[src/rtl/uart_tx_buffered.sv]
// uart_tx_buffered: 8N1 UART transmitter (LSB first, idle high) fed from a small byte FIFO.
// Line, Active and Done are registered from the serializer state, so all three trail it by one cycle.
module uart_tx_buffered #(
  parameter int CLKS_PER_BIT = 217,
  parameter int FIFO_DEPTH   = 4,
  parameter int ADDR_W       = 2
) (
  input  logic              i_CLK,
  input  logic              w_rst,
  input  logic              i_Tx_DV,
  input  logic [7:0]        i_Tx_Byte,
  output logic              o_Tx_Ready,
  output logic              o_Tx_Overflow,
  output logic              o_Tx_Serial,
  output logic              o_Tx_Active,
  output logic              o_Tx_Done,
  output logic [ADDR_W:0]   o_Fifo_Count
);

  typedef enum logic [2:0] {
    IDLE    = 3'd0,
    START   = 3'd1,
    DATA    = 3'd2,
    STOP    = 3'd3,
    CLEANUP = 3'd4
  } state_t;

  localparam logic [7:0]        CNT_MAX    = 8'(CLKS_PER_BIT) - 8'd1;
  localparam logic [ADDR_W:0]   COUNT_FULL = (ADDR_W+1)'(FIFO_DEPTH);
  localparam logic [ADDR_W:0]   COUNT_ZERO = {(ADDR_W+1){1'b0}};
  localparam logic [ADDR_W:0]   COUNT_ONE  = (ADDR_W+1)'(1'b1);
  localparam logic [ADDR_W-1:0] PTR_ZERO   = {ADDR_W{1'b0}};
  localparam logic [ADDR_W-1:0] PTR_ONE    = ADDR_W'(1'b1);

  logic [7:0]        fifo_mem_r [FIFO_DEPTH];
  logic [ADDR_W-1:0] wr_ptr_r;
  logic [ADDR_W-1:0] rd_ptr_r;
  logic [ADDR_W:0]   count_r;
  logic              overflow_r;

  state_t            state_r;
  state_t            state_nxt_s;
  logic [7:0]        clk_cnt_r;
  logic [7:0]        clk_cnt_nxt_s;
  logic [2:0]        bit_idx_r;
  logic [2:0]        bit_idx_nxt_s;
  logic [7:0]        shift_r;
  logic [7:0]        shift_nxt_s;
  logic              line_s;
  logic              serial_r;
  logic              active_r;
  logic              done_r;

  logic              push_s;
  logic              pop_s;

  // Ready uses the pre-edge count, so a push on a full FIFO is refused even if a pop happens on the same edge
  assign o_Tx_Ready    = (count_r != COUNT_FULL);
  assign push_s        = i_Tx_DV && o_Tx_Ready;
  assign pop_s         = (state_r == IDLE) && (count_r != COUNT_ZERO);
  assign o_Fifo_Count  = count_r;
  assign o_Tx_Overflow = overflow_r;
  assign o_Tx_Serial   = serial_r;
  assign o_Tx_Active   = active_r;
  assign o_Tx_Done     = done_r;

  // FIFO storage, pointers, occupancy and overflow flag
  always_ff @(posedge i_CLK or posedge w_rst) begin
    if (w_rst) begin
      for (int i = 0; i < FIFO_DEPTH; i++) begin
        fifo_mem_r[i] <= 8'h00;
      end
      wr_ptr_r   <= PTR_ZERO;
      rd_ptr_r   <= PTR_ZERO;
      count_r    <= COUNT_ZERO;
      overflow_r <= 1'b0;
    end else begin
      overflow_r <= i_Tx_DV && !o_Tx_Ready;
      if (push_s) begin
        fifo_mem_r[wr_ptr_r] <= i_Tx_Byte;
        wr_ptr_r             <= wr_ptr_r + PTR_ONE;
      end
      if (pop_s) begin
        rd_ptr_r <= rd_ptr_r + PTR_ONE;
      end
      case ({push_s, pop_s})
        2'b10:   count_r <= count_r + COUNT_ONE;
        2'b01:   count_r <= count_r - COUNT_ONE;
        default: count_r <= count_r;
      endcase
    end
  end

  // Serializer next-state logic and current line level
  always_comb begin
    state_nxt_s   = state_r;
    clk_cnt_nxt_s = clk_cnt_r;
    bit_idx_nxt_s = bit_idx_r;
    shift_nxt_s   = shift_r;
    line_s        = 1'b1;
    case (state_r)
      IDLE: begin
        if (pop_s) begin
          shift_nxt_s   = fifo_mem_r[rd_ptr_r];
          clk_cnt_nxt_s = 8'd0;
          bit_idx_nxt_s = 3'd0;
          state_nxt_s   = START;
        end else begin
          state_nxt_s   = IDLE;
        end
      end
      START: begin
        line_s = 1'b0;
        if (clk_cnt_r == CNT_MAX) begin
          clk_cnt_nxt_s = 8'd0;
          state_nxt_s   = DATA;
        end else begin
          clk_cnt_nxt_s = clk_cnt_r + 8'd1;
        end
      end
      DATA: begin
        line_s = shift_r[bit_idx_r];
        if (clk_cnt_r == CNT_MAX) begin
          clk_cnt_nxt_s = 8'd0;
          if (bit_idx_r == 3'd7) begin
            bit_idx_nxt_s = 3'd0;
            state_nxt_s   = STOP;
          end else begin
            bit_idx_nxt_s = bit_idx_r + 3'd1;
          end
        end else begin
          clk_cnt_nxt_s = clk_cnt_r + 8'd1;
        end
      end
      STOP: begin
        if (clk_cnt_r == CNT_MAX) begin
          clk_cnt_nxt_s = 8'd0;
          state_nxt_s   = CLEANUP;
        end else begin
          clk_cnt_nxt_s = clk_cnt_r + 8'd1;
        end
      end
      CLEANUP: begin
        state_nxt_s = IDLE;
      end
      default: begin
        state_nxt_s = IDLE;
        line_s      = 1'b1;
      end
    endcase
  end

  // Serializer state and registered line/status outputs
  always_ff @(posedge i_CLK or posedge w_rst) begin
    if (w_rst) begin
      state_r   <= IDLE;
      clk_cnt_r <= 8'd0;
      bit_idx_r <= 3'd0;
      shift_r   <= 8'h00;
      serial_r  <= 1'b1;
      active_r  <= 1'b0;
      done_r    <= 1'b0;
    end else begin
      state_r   <= state_nxt_s;
      clk_cnt_r <= clk_cnt_nxt_s;
      bit_idx_r <= bit_idx_nxt_s;
      shift_r   <= shift_nxt_s;
      serial_r  <= line_s;
      active_r  <= (state_r == START) || (state_r == DATA) || (state_r == STOP);
      done_r    <= (state_r == CLEANUP);
    end
  end

endmodule

[config.mk]
export PLATFORM = sky130hd
export DESIGN_NAME = uart_tx_buffered
export DESIGN_NICKNAME = d
export VERILOG_FILES = /design/src/rtl/uart_tx_buffered.sv
export SDC_FILE = /design/constraint.sdc
export NUM_CORES = 1
export LEC_CHECK = 0
export ABC_AREA = 1
export CAP_MARGIN = 20
export CORE_MARGIN = 3
export CORE_UTILIZATION = 45
export DETAILED_ROUTE_END_ITERATION = 10
export SYNTH_ARGS = -nofsm -noshare
export SYNTH_HDL_FRONTEND = slang
export SYNTH_SLANG_ARGS = --single-unit
[constraint.sdc]
create_clock -name i_CLK -period 6.4 [get_ports i_CLK]
set_input_delay 1.28 -clock i_CLK [delete_from_list [all_inputs] [get_ports i_CLK]]
set_output_delay 1.28 -clock i_CLK [all_outputs]
set_load 0.05 [all_outputs]
[Word level (Yosys, flattened, before mapping)]
Index checks and enable logic that the tools add are counted.
Storage, ports and cells
  output and inout port bits: 8
  bits in registers: 65
  input port bits: 11
Cells by class
  $add $sub $neg: 6
  multiplexer cells: 23
  reductions and logical operators: 17
  equality and inequality tests: 14
  bitwise operators: 2
  order comparisons: 4
Operators with widths (number)
  $mux W8: 5
  $bwmux W32: 1
  $mux W3: 7
  $bmux W8 S2: 1
  $demux W8 S2: 1
  $pmux W8 S2: 1
  $pmux W3 S2: 2
  $pmux W3 S4: 1
  $ne A2 B2 Y1 const B: 5
  $add A8 B1 Y8 const B: 1
  $eq A8 B8 Y1 const B: 1
  $add A3 B1 Y3 const B: 2
  $eq A3 B2 Y1 const B: 2
  $eq A3 B3 Y1 const B: 2
  $ge A3 B3 Y1 const B: 2
  $not A2 Y3: 2
  $reduce_bool A2 Y1: 3
  $add A2 B1 Y2 const B: 2
  $logic_and A1 B1 Y1: 4
  $lt A3 B4 Y1 const B: 1
  $reduce_and A2 Y1: 2
  $reduce_and A4 Y1: 1
  $bmux W1 S3: 1
  $eq A3 B1 Y1 const B: 1
  other kinds (13): 15

[Longest topological paths before layout]
Gate-level depths: netlist (run 1).
  depth in word-level cells: 6
  mapped depth: 11

[Worst setup path after synthesis (run 1)]
Ideal clock, no wire load.
  path type: input to register
  from: input i_Tx_DV
  to: register count_r[2] (netlist: o_Fifo_Count[2])
  slack: 3.753 ns
  stages on the path: 8
  data required time: 6.269 ns
  setup time: 0.131 ns
  data arrival time: 2.516 ns
  cell sequence: nand2_4 -> buf_2 -> ha_1 -> inv_1 -> fa_1 -> a21oi_1 -> o21ai_0 -> xor2_1
Between the ends
  word-level cells in the longest chain between the ends: 3
  elaborated cells on any way between the ends: 5
  classes of those cells: eq/ne (2); mux (1); reduce/logical (2)
RTL lines
  from (decl): line 10  | input logic i_Tx_DV,
  $logic_and A1 B1 Y1 (*): line 59  | assign push_s = i_Tx_DV && o_Tx_Ready;
  $eq A2 B1 Y1 or $eq A2 B2 Y1 (tied branches): line 86  | case ({push_s, pop_s})
  $pmux W3 S2 or $reduce_bool A2 Y1 (tied branches)
  to (signal assigned): line 87  | 2'b10: count_r <= count_r + COUNT_ONE;
  to (signal assigned): line 88  | 2'b01: count_r <= count_r - COUNT_ONE;
  to (signal assigned): line 89  | default: count_r <= count_r;
  to (decl): line 38  | logic [ADDR_W:0] count_r;
Mark *: on every way between the ends. The rest lies on a longest branch, timed or not.
A chain may end at the register's enable or synchronous reset.

[Worst setup path in the final report (run 1)]
  from: register count_r[1] (netlist: o_Fifo_Count[1])
  to: output o_Tx_Ready
Between the ends
  word-level cells in the longest chain between the ends: 1
RTL lines
  $ne A3 B3 Y1: line 58  | assign o_Tx_Ready = (count_r != COUNT_FULL);
  to (decl): line 12  | output logic o_Tx_Ready,
No other way between the ends.

==> results of run 1 <==
## metal layers
metal	part of all wire (%)	wire length, um	track usage, %	vias up
met4	2.2	144	7.65	0
li1	-	-	-	1297
met3	4.5	289	4.83	13
met2	44	2820	24.0	48
met5	0	0	0	-
met1	50	3210	24.0	1146
## synthesized netlist by cell type
master / number
nand2_2: 2
nand2_1: 112
a21oi_1: 11
nor2_2: 3
o211ai_1: 8
ha_1: 9
nand3_2: 1
nand3_1: 22
nor3_1: 1
o21ai_0: 61
fa_1: 1
nand4_1: 5
inv_2: 1
clkbuf_1: 2
dfstp_2: 1
xnor2_1: 1
xor2_1: 3
inv_1: 54
buf_4: 1
nand2_4: 1
nor2_1: 19
dfrtp_1: 64
or2_2: 1
buf_2: 8
nor2_4: 3
## layout by cell type (no fill, tap or decap), drive strengths merged, types with 2 or more instances in the layout
master and instances:
bufinv 2, a21oi 11, clkdlybuf4s50 18, nor2 25, clkbuf 12, clkinvlp 2, nand2 115, xor2 3
o21ai 61, nand4 5, ha 9, nand3 23, inv 55, dfrtp 64, o211ai 8
## critical path: stages, from the launching register on
cell and delay, ns:
dfrtp_1 0.39, inv_1 0.10, nand3_2 0.12, clkdlybuf4s50_1 0.82
## per-stage QoR
stage / setup slack (ns) / power [W] / std cells / util (%)
after floorplan: 3.50 / 0.000858 / 395 / -
after global placement: 3.22 / 0.000958 / 499 / 50.4
after detailed placement: 3.14 / 0.000972 / 499 / 50.4
after CTS: 3.34 / 0.00138 / 515 / 53.7
after global routing: 3.26 / 0.00146 / 515 / 53.7
final: 3.36 / 0.00136 / 515 / 53.7
## sequential cells by signal, indices dropped and copies added (netlist names)
signal / cells
fifo_mem_r: 32
clk_cnt_r: 8
shift_r: 8
bit_idx_r: 3
o_Fifo_Count: 3
state_r: 3
rd_ptr_r: 2
wr_ptr_r: 2
o_Tx_Active: 1
o_Tx_Done: 1
o_Tx_Overflow: 1
o_Tx_Serial: 1
## cell type report
class                      instances  area share, %
multi-input combinational        264           35.7
sequential                        65           44.1
clock inverter                     4           2.03
inverter                          55           5.59
clock buffer                      12           4.20
tap                               96           3.25
timing repair buffer              19           5.08
## kinds of logic (layout without fill, tap and decap cells)
kind of cell             count (synthesis)  in the layout  synth area share, %
AO/OA/AOI/OAI                           80             80                 13.1
XOR/XNOR                                 4              4                 1.09
adder cells (fa/ha/maj)                 10             10                 4.13
buffers and inverters                   66             90                 8.15
flip-flops                              65             65                 50.7
AND/OR/NAND/NOR                        170            170                 22.8
## where the power goes
group          total [W]  internal (W)  leakage [nW]  switching (W)
registers       0.000573      0.000524         0.817      0.0000484
logic           0.000383      0.000126         0.881       0.000257
clock network   0.000401      0.000241         0.109       0.000160
total            0.00136      0.000891          1.81       0.000466
## how the worst max path moves through the flow
stage | to | slack, ns | cells past startpoint
finish | o_Tx_Ready | 3.36 | 3
global route | o_Tx_Ready | 3.26 | 3
CTS | o_Tx_Ready | 3.34 | 3
detailed placement | o_Fifo_Count[2]$_DFFE_PP0P_ | 3.14 | 8
global placement | o_Fifo_Count[2]$_DFFE_PP0P_ | 3.22 | 8
floorplan | bit_idx_r[0]$_DFFE_PP0P_ | 3.50 | 1
==> metrics, run 1 <==
total global-route track usage 16.9%; gpl congestion 0.810; worst hold path stage count 2; largest net degree at the start of global routing 66; Total Nets Final 435; worst setup path startpoint o_Fifo_Count[1]$_DFFE_PP0P_; crit path DAT 1.76 ns; power density over the cells 368 nW/um^2; RSZ-0062 raised after global routing false; DR pass1 iterations 4; worst reg2reg setup slack 4.13 ns; CTS Sinks 65; Finished Cell Area 3690 um^2; layout cells sized above 1 7.16%; hpwl dp 4.29 mm; initial antenna violation count 0; Post-CTS Setup Repair Bufs 0; Mapped Cells 395; die area 8180 um^2; crit-path max FO 3; # setup viols final 0; synthesized area 3210 um^2; core area 6870 um^2; Worst Reg-to-Reg Cells 9; Port Buffers 18; Ant. Diodes 0; final WL 6.46 mm; num rows 30; die height 90.4 um; 1st-iter DRT viols 127; gr ovfl total 0; post-DR vias/cell 4.86; Root Buffer clkbuf_8; final hold slack 0.502 ns; reg2reg start state_r[0]$_DFFE_PP0P_; Synth cell types 25; Worst Clk Skew 0.0133 ns; multi-input logic area 1320 um^2; startpoint types register; Area Growth Syn to Fin 15.1%; fmax 329 MHz; worst hold path class reg -> reg; crit path kind reg -> out; flops & latches, synth 65; DR WL/cell 12.5 um; Critical Path Sink Type primary output; die span in x 90.4 um; CTS Buffer Depth 2; synth top area cells dfrtp_1 50%, nand2_1 13%, o21ai_0 9.5%; Avg Cell Area, Syn 8.12 um^2; io pins 19; Pleak 1.81 nW; DR DRC count 0; Final Max Tran Viols 0; CTS tree yes; largest area contributor in the netlist dfrtp_1; fin crit period 3.04 ns; FF+latch area 1630 um^2; syn_nets 416; Routed Antenna Nets 0; FF-to-FF End o_Fifo_Count[2]$_DFFE_PP0P_; Fin Setup TNS 0 ns; max cap viols 0; Worst EP required 5.12 ns; worst slew pin tran 0.958 ns; Starting Density 46.7%; DP Area 3460 um^2; H-tree levels 3; number of fill cells 661; final hold violation count 0; Hold EP fifo_mem_r[26]$_DFFE_PP0P_; Seq/Total Area, Yosys 50.7%; TritonCTS Buffers 9; Clock Latency Late Sink 0.35 ns; CTS resizes 0; Hold Startpoint fifo_mem_r[26]$_DFFE_PP0P_; Synth Warn # 0; status finished clean; via count 2,504; vias in the first global route 2,327; Final Cycle Share 47.6%; first-pass GRT wire length 11.0 mm; hold-fix buffers at CTS 0; Worst-path clk slew 0.07 ns; Synth top area share 49.9%; worst vdd ir 0.246 mV; slew margin rel. 36.1%
Note: power is estimated with default switching activity, not from simulation.
==> run 2, diff against run 1 <==
- PLACE_DENSITY: default -> 0.65
- clock period: 6.4 -> 2.5 ns (I/O delays scaled with it)
==> run 2 against run 1 <==
Sequential power rose to 2.5 times the previous value. Final cell count up 0.58%. Clock power up 140%. Die area unchanged. Final area up 0.81%. Power rose to 2.5 times the previous value. Sequential cell count unchanged. Hold slack worse by 0.0035 ns. Global-route usage up 0.39 points. Combinational power rose to 2.6 times the previous value.
==> metrics, run 2 (synthesis results as in run 1) <==
die span in x 90.4 um (unchanged); crit-path max FO 3 (unchanged); worst vdd ir 0.632 mV (+160%); io pins 19 (unchanged); Area Growth Syn to Fin 16.0%; H-tree levels 3 (unchanged); Total Nets Final 438 (+0.69%); Worst-path clk slew 0.06 ns (about the same); Biggest register fifo_mem_r; startpoint types register; # setup viols final 0 (unchanged); vias in the first global route 2,480 (+6.6%); Clock Latency Late Sink 0.34 ns (about the same); CTS Buffer Depth 2 (unchanged); hpwl dp 4.39 mm (+2.4%); Ant. Diodes 0 (unchanged); gr ovfl total 0 (unchanged); Worst Clk Skew 0.00842 ns (-0.00483 ns); commonest non-fill, non-tap cell in the layout nand2_1; Post-CTS Setup Repair Bufs 0 (unchanged); first-pass GRT wire length 11.5 mm (+4.8%); leading cell types in the layout, fill and taps excluded 112 x nand2_1, 64 x dfrtp_1, 61 x o21ai_0; final WL 6.35 mm (-1.6%); Overall Power 0.00343 W (+150%); Final Max Tran Viols 0 (unchanged); fmax 453 MHz; crit path DAT 1.71 ns (-0.05 ns); final hold violation count 0 (unchanged); crit path kind reg -> out; DR WL/cell 12.3 um (-2.2%); status finished clean; core area 6870 um^2 (unchanged); Starting Density 46.7% (unchanged); initial antenna violation count 0 (unchanged); worst hold path class in -> async; largest net degree at the start of global routing 46 (-30%); Critical Path Max Stage Delay 0.81 ns (about the same); fin crit period 2.21 ns; CTS resizes 0 (unchanged); DR pass1 iterations 4 (unchanged); crit path max-delay cell type clkdlybuf4s50_1; max cap viols 0 (unchanged); Pleak 1.83 nW (+1.3%); Critical Path Sink Type primary output; CTS tree yes; power density over the cells 923 nW/um^2 (+150%); Worst EP required 2.00 ns (-3.12 ns); die area 8180 um^2 (unchanged); DR DRC count 0 (unchanged); RSZ-0062 raised after global routing false; total global-route track usage 17.3% (+0.39 points); hold-fix buffers at CTS 0 (unchanged); CP cell instances inv_1 > nand3_4 > clkdlybuf4s50_1; slew margin rel. 59.4% (+23 points); final hold slack 0.499 ns (-0.00348 ns); Fin Setup TNS 0 ns (unchanged); TritonCTS Buffers 9 (unchanged); max reg flops 32 (unchanged); largest registers fifo_mem_r x32, clk_cnt_r x8, shift_r x8; die height 90.4 um (unchanged); worst slew pin tran 0.609 ns (-0.349 ns); gpl congestion 0.784 (-3.2%); 1st-iter DRT viols 119 (-6.3%); Root Buffer clkbuf_8; num rows 30 (unchanged); layout cells sized above 1 7.82% (+0.66 points); Routed Antenna Nets 0 (unchanged); Port Buffers 18 (unchanged); via count 2,563 (+2.4%); post-DR vias/cell 4.95 (+1.8%); CTS Sinks 65 (unchanged); Final Cycle Share 88.4%
## run 2: changes by cell type in the layout (fill, tap and decap cells not counted)
cell        delta
buf_4          +2
clkinvlp_4     -2
clkinv_2       +1
clkbuf_8       +2
buf_12         +1
bufinv_16      -1
nand3_2        -1
nand3_4        +1
## run 2: routing by layer
metal	vias to the layer above	routed length, um	GRT usage [%]
met1	1188	3130	24.5
met4	0	129	7.65
li1	1308	-	-
met2	57	2850	26.4
met3	10	244	2.58
met5	-	0	0
## run 2: path summary, 6_finish.rpt
kind	to	slack, ns	from	depth (start not counted)
max	o_Tx_Ready	0.29	o_Fifo_Count[1]$_DFFE_PP0P_	3
min	o_Tx_Done$_DFF_PP0_	0.50	w_rst	2
max reg2reg	o_Fifo_Count[2]$_DFFE_PP0P_	0.50	state_r[0]$_DFFE_PP0P_	9
min reg2reg	fifo_mem_r[29]$_DFFE_PP0P_	0.50	fifo_mem_r[29]$_DFFE_PP0P_	2
max in group asynchronous	shift_r[3]$_DFFE_PP0P_	1.40	w_rst	3
min in group i_CLK	fifo_mem_r[29]$_DFFE_PP0P_	0.50	fifo_mem_r[29]$_DFFE_PP0P_	2
## run 2: area by class of cell
cell class	instances	area [um^2]
Clock buffer	14	183
Multi-Input combinational cell	264	1330
Inverter	55	206
Timing Repair Buffer	22	223
Sequential cell	65	1630
Tap cell	96	120
Fill cell	641	3150
Clock inverter	2	35.0
## run 2: worst max-delay path, delay by kind of cell, from the launching register on
kind,cells,cell delay (ns)
and+or+nand+nor,1,0.09
buffers and inverters,2,0.92
DFF,1,0.37
## run 2: stage by stage
| step | setup WS [ns] | cell area, um^2 | utilization (%) | std cells |
|---|---|---|---|---|
| detailed placement | 0.259 | 3500 | 51.0 | 502 |
| floorplan | 0.0629 | 3220 | - | 395 |
| global route | 0.210 | 3720 | 54.2 | 518 |
| finish | 0.290 | 3720 | 54.2 | 518 |
| CTS | 0.255 | 3720 | 54.2 | 518 |
| global placement | 0.361 | 3500 | 51.0 | 502 |
## run 2: where the power goes
group          switching [W]  internal, W  total [W]
registers           0.000121      0.00134    0.00146
logic               0.000674     0.000336    0.00101
clock network       0.000391     0.000569   0.000960
==> run 3, diff against run 2 <==
- CORE_MARGIN: 3 -> default
==> run 3 against run 2 <==
Core utilization fell by 0.32 points. Register-to-register slack improved by 0.06 ns. Clock power fell by 17%. Die area fell by 8.7%. Final area fell by 1.1%. Critical path depth unchanged. Final cell count is the same. Power down 5.0%.
==> metrics, run 3 (synthesis results as in run 1) <==
Overall Power 0.00326 W (-5.0%); Critical Path Sink Type primary output; Worst-path clk slew 0.07 ns (about the same); worst vdd ir 0.711 mV (+12%); num rows 30 (unchanged); Starting Density 47.0% (+0.26 points); largest registers fifo_mem_r x32, clk_cnt_r x8, shift_r x8; largest net degree at the start of global routing 66 (+43%); Post-CTS Setup Repair Bufs 0 (unchanged); crit-path max FO 3 (unchanged); gr ovfl total 0 (unchanged); CTS resizes 0 (unchanged); Area Growth Syn to Fin 14.7%; hpwl dp 4.26 mm (-2.8%); CTS Buffer Depth 2 (unchanged); vias in the first global route 2,496 (+0.65%); gpl congestion 0.797 (+1.6%); H-tree levels 3 (unchanged); DR DRC count 0 (unchanged); io pins 19 (unchanged); CP cell instances inv_1 > nand3_4 > clkdlybuf4s50_1; DR pass1 iterations 4 (unchanged); commonest non-fill, non-tap cell in the layout nand2_1; via count 2,547 (-0.62%); die height 86.4 um (-4.4%); RSZ-0062 raised after global routing false; leading cell types in the layout, fill and taps excluded 112 x nand2_1, 64 x dfrtp_1, 61 x o21ai_0; post-DR vias/cell 4.92 (-0.62%); Worst EP required 2.00 ns (about the same); fmax 452 MHz (-0.10%); crit path DAT 1.71 ns (about the same); crit path max-delay cell type clkdlybuf4s50_1; Port Buffers 18 (unchanged); worst slew pin tran 0.654 ns (+0.0444 ns); Worst Clk Skew 0.00700 ns (-0.00143 ns); Routed Antenna Nets 0 (unchanged); Pleak 1.80 nW (-1.4%); first-pass GRT wire length 11.4 mm (-1.0%); final hold violation count 0 (unchanged); TritonCTS Buffers 9 (unchanged); Fin Setup TNS 0 ns (unchanged); startpoint types register; # setup viols final 0 (unchanged); die span in x 86.4 um (-4.4%); layout cells sized above 1 7.35% (-0.47 points); Root Buffer clkbuf_8; Clock Latency Late Sink 0.33 ns (about the same); CTS Sinks 65 (unchanged); number of fill cells 665 (+3.7%); Ant. Diodes 0 (unchanged); hold-fix buffers at CTS 0 (unchanged); max cap viols 0 (unchanged); power density over the cells 887 nW/um^2 (-3.9%); CTS tree yes; final WL 6.38 mm (+0.41%); Final Cycle Share 88.5% (+0.092 points); Final Max Tran Viols 0 (unchanged); DR WL/cell 12.3 um (+0.41%); die area 7470 um^2 (-8.7%); 1st-iter DRT viols 157 (+32%); initial antenna violation count 0 (unchanged); Critical Path Max Stage Delay 0.81 ns (about the same); status finished clean; fin crit period 2.21 ns (+0.00231 ns); Total Nets Final 438 (unchanged); Biggest register fifo_mem_r; slew margin rel. 56.4% (-3.0 points); total global-route track usage 19.7% (+2.4 points); worst hold path class reg -> reg; core area 6830 um^2 (-0.55%); max reg flops 32 (unchanged); crit path kind reg -> out
## run 3: cell count changes in the layout (fill, tap and decap cells not counted)
cell	previous run	this run
clkbuf_1	1	3
clkbuf_8	13	11
bufinv_16	1	0
clkinvlp_4	0	1
## run 3: metal layers
| layer | part of all wire (%) | track usage (%) | up-vias | routed length [um] |
|---|---|---|---|---|
| met5 | 0 | 0 | - | 0 |
| met4 | 1.8 | 8.64 | 0 | 112 |
| met3 | 2.3 | 3.05 | 10 | 149 |
| met2 | 46 | 31.7 | 33 | 2960 |
| met1 | 50 | 26.6 | 1202 | 3160 |
| li1 | - | - | 1302 | - |
## run 3: final timing paths
kind	from	to	depth (start not counted)	slack [ns]
worst max-delay path	o_Fifo_Count[1]$_DFFE_PP0P_	o_Tx_Ready	3	0.29
worst min-delay path	fifo_mem_r[12]$_DFFE_PP0P_	fifo_mem_r[12]$_DFFE_PP0P_	2	0.50
worst max register to register	state_r[0]$_DFFE_PP0P_	o_Fifo_Count[2]$_DFFE_PP0P_	9	0.56
worst min register to register	fifo_mem_r[12]$_DFFE_PP0P_	fifo_mem_r[12]$_DFFE_PP0P_	2	0.50
max in group asynchronous	w_rst	o_Tx_Serial$_DFF_PP1_	3	1.64
min in group asynchronous	w_rst	o_Fifo_Count[0]$_DFFE_PP0P_	3	0.55
## run 3: cell type report
| cell class | count | area, um^2 | area share (%) |
|---|---|---|---|
| Clock buffer | 14 | 163 | 4.42 |
| Clock inverter | 2 | 12.5 | 0.340 |
| Inverter | 55 | 206 | 5.61 |
| Multi-Input combinational cell | 264 | 1330 | 36.1 |
| Sequential cell | 65 | 1630 | 44.3 |
| Tap cell | 96 | 120 | 3.27 |
| Timing Repair Buffer | 22 | 223 | 6.05 |
## run 3: per-stage QoR
| stage | setup WS, ns | instances | utilization, % | hold WS [ns] | cell area, um^2 |
|---|---|---|---|---|---|
| finish | 0.288 | 518 | 53.8 | 0.502 | 3680 |
| global route | 0.224 | 518 | 53.8 | 0.527 | 3680 |
| CTS | 0.263 | 518 | 53.8 | 0.502 | 3680 |
| detailed placement | 0.327 | 502 | 51.3 | 0.481 | 3500 |
| global placement | 0.370 | 502 | 51.3 | 0.475 | 3500 |
| floorplan | 0.0629 | 395 | - | 0.460 | 3220 |
## run 3: report_power, final
part	switching (W)	internal [W]
logic	0.000669	0.000334
clock network	0.000383	0.000414
registers	0.000121	0.00134
## run 3: worst max-delay path, delay by kind of cell, from the launching register on
family | cells | cell delay (ns)
buffers and inverters | 2 | 0.92
AND/OR/NAND/NOR | 1 | 0.09
flip-flops | 1 | 0.38
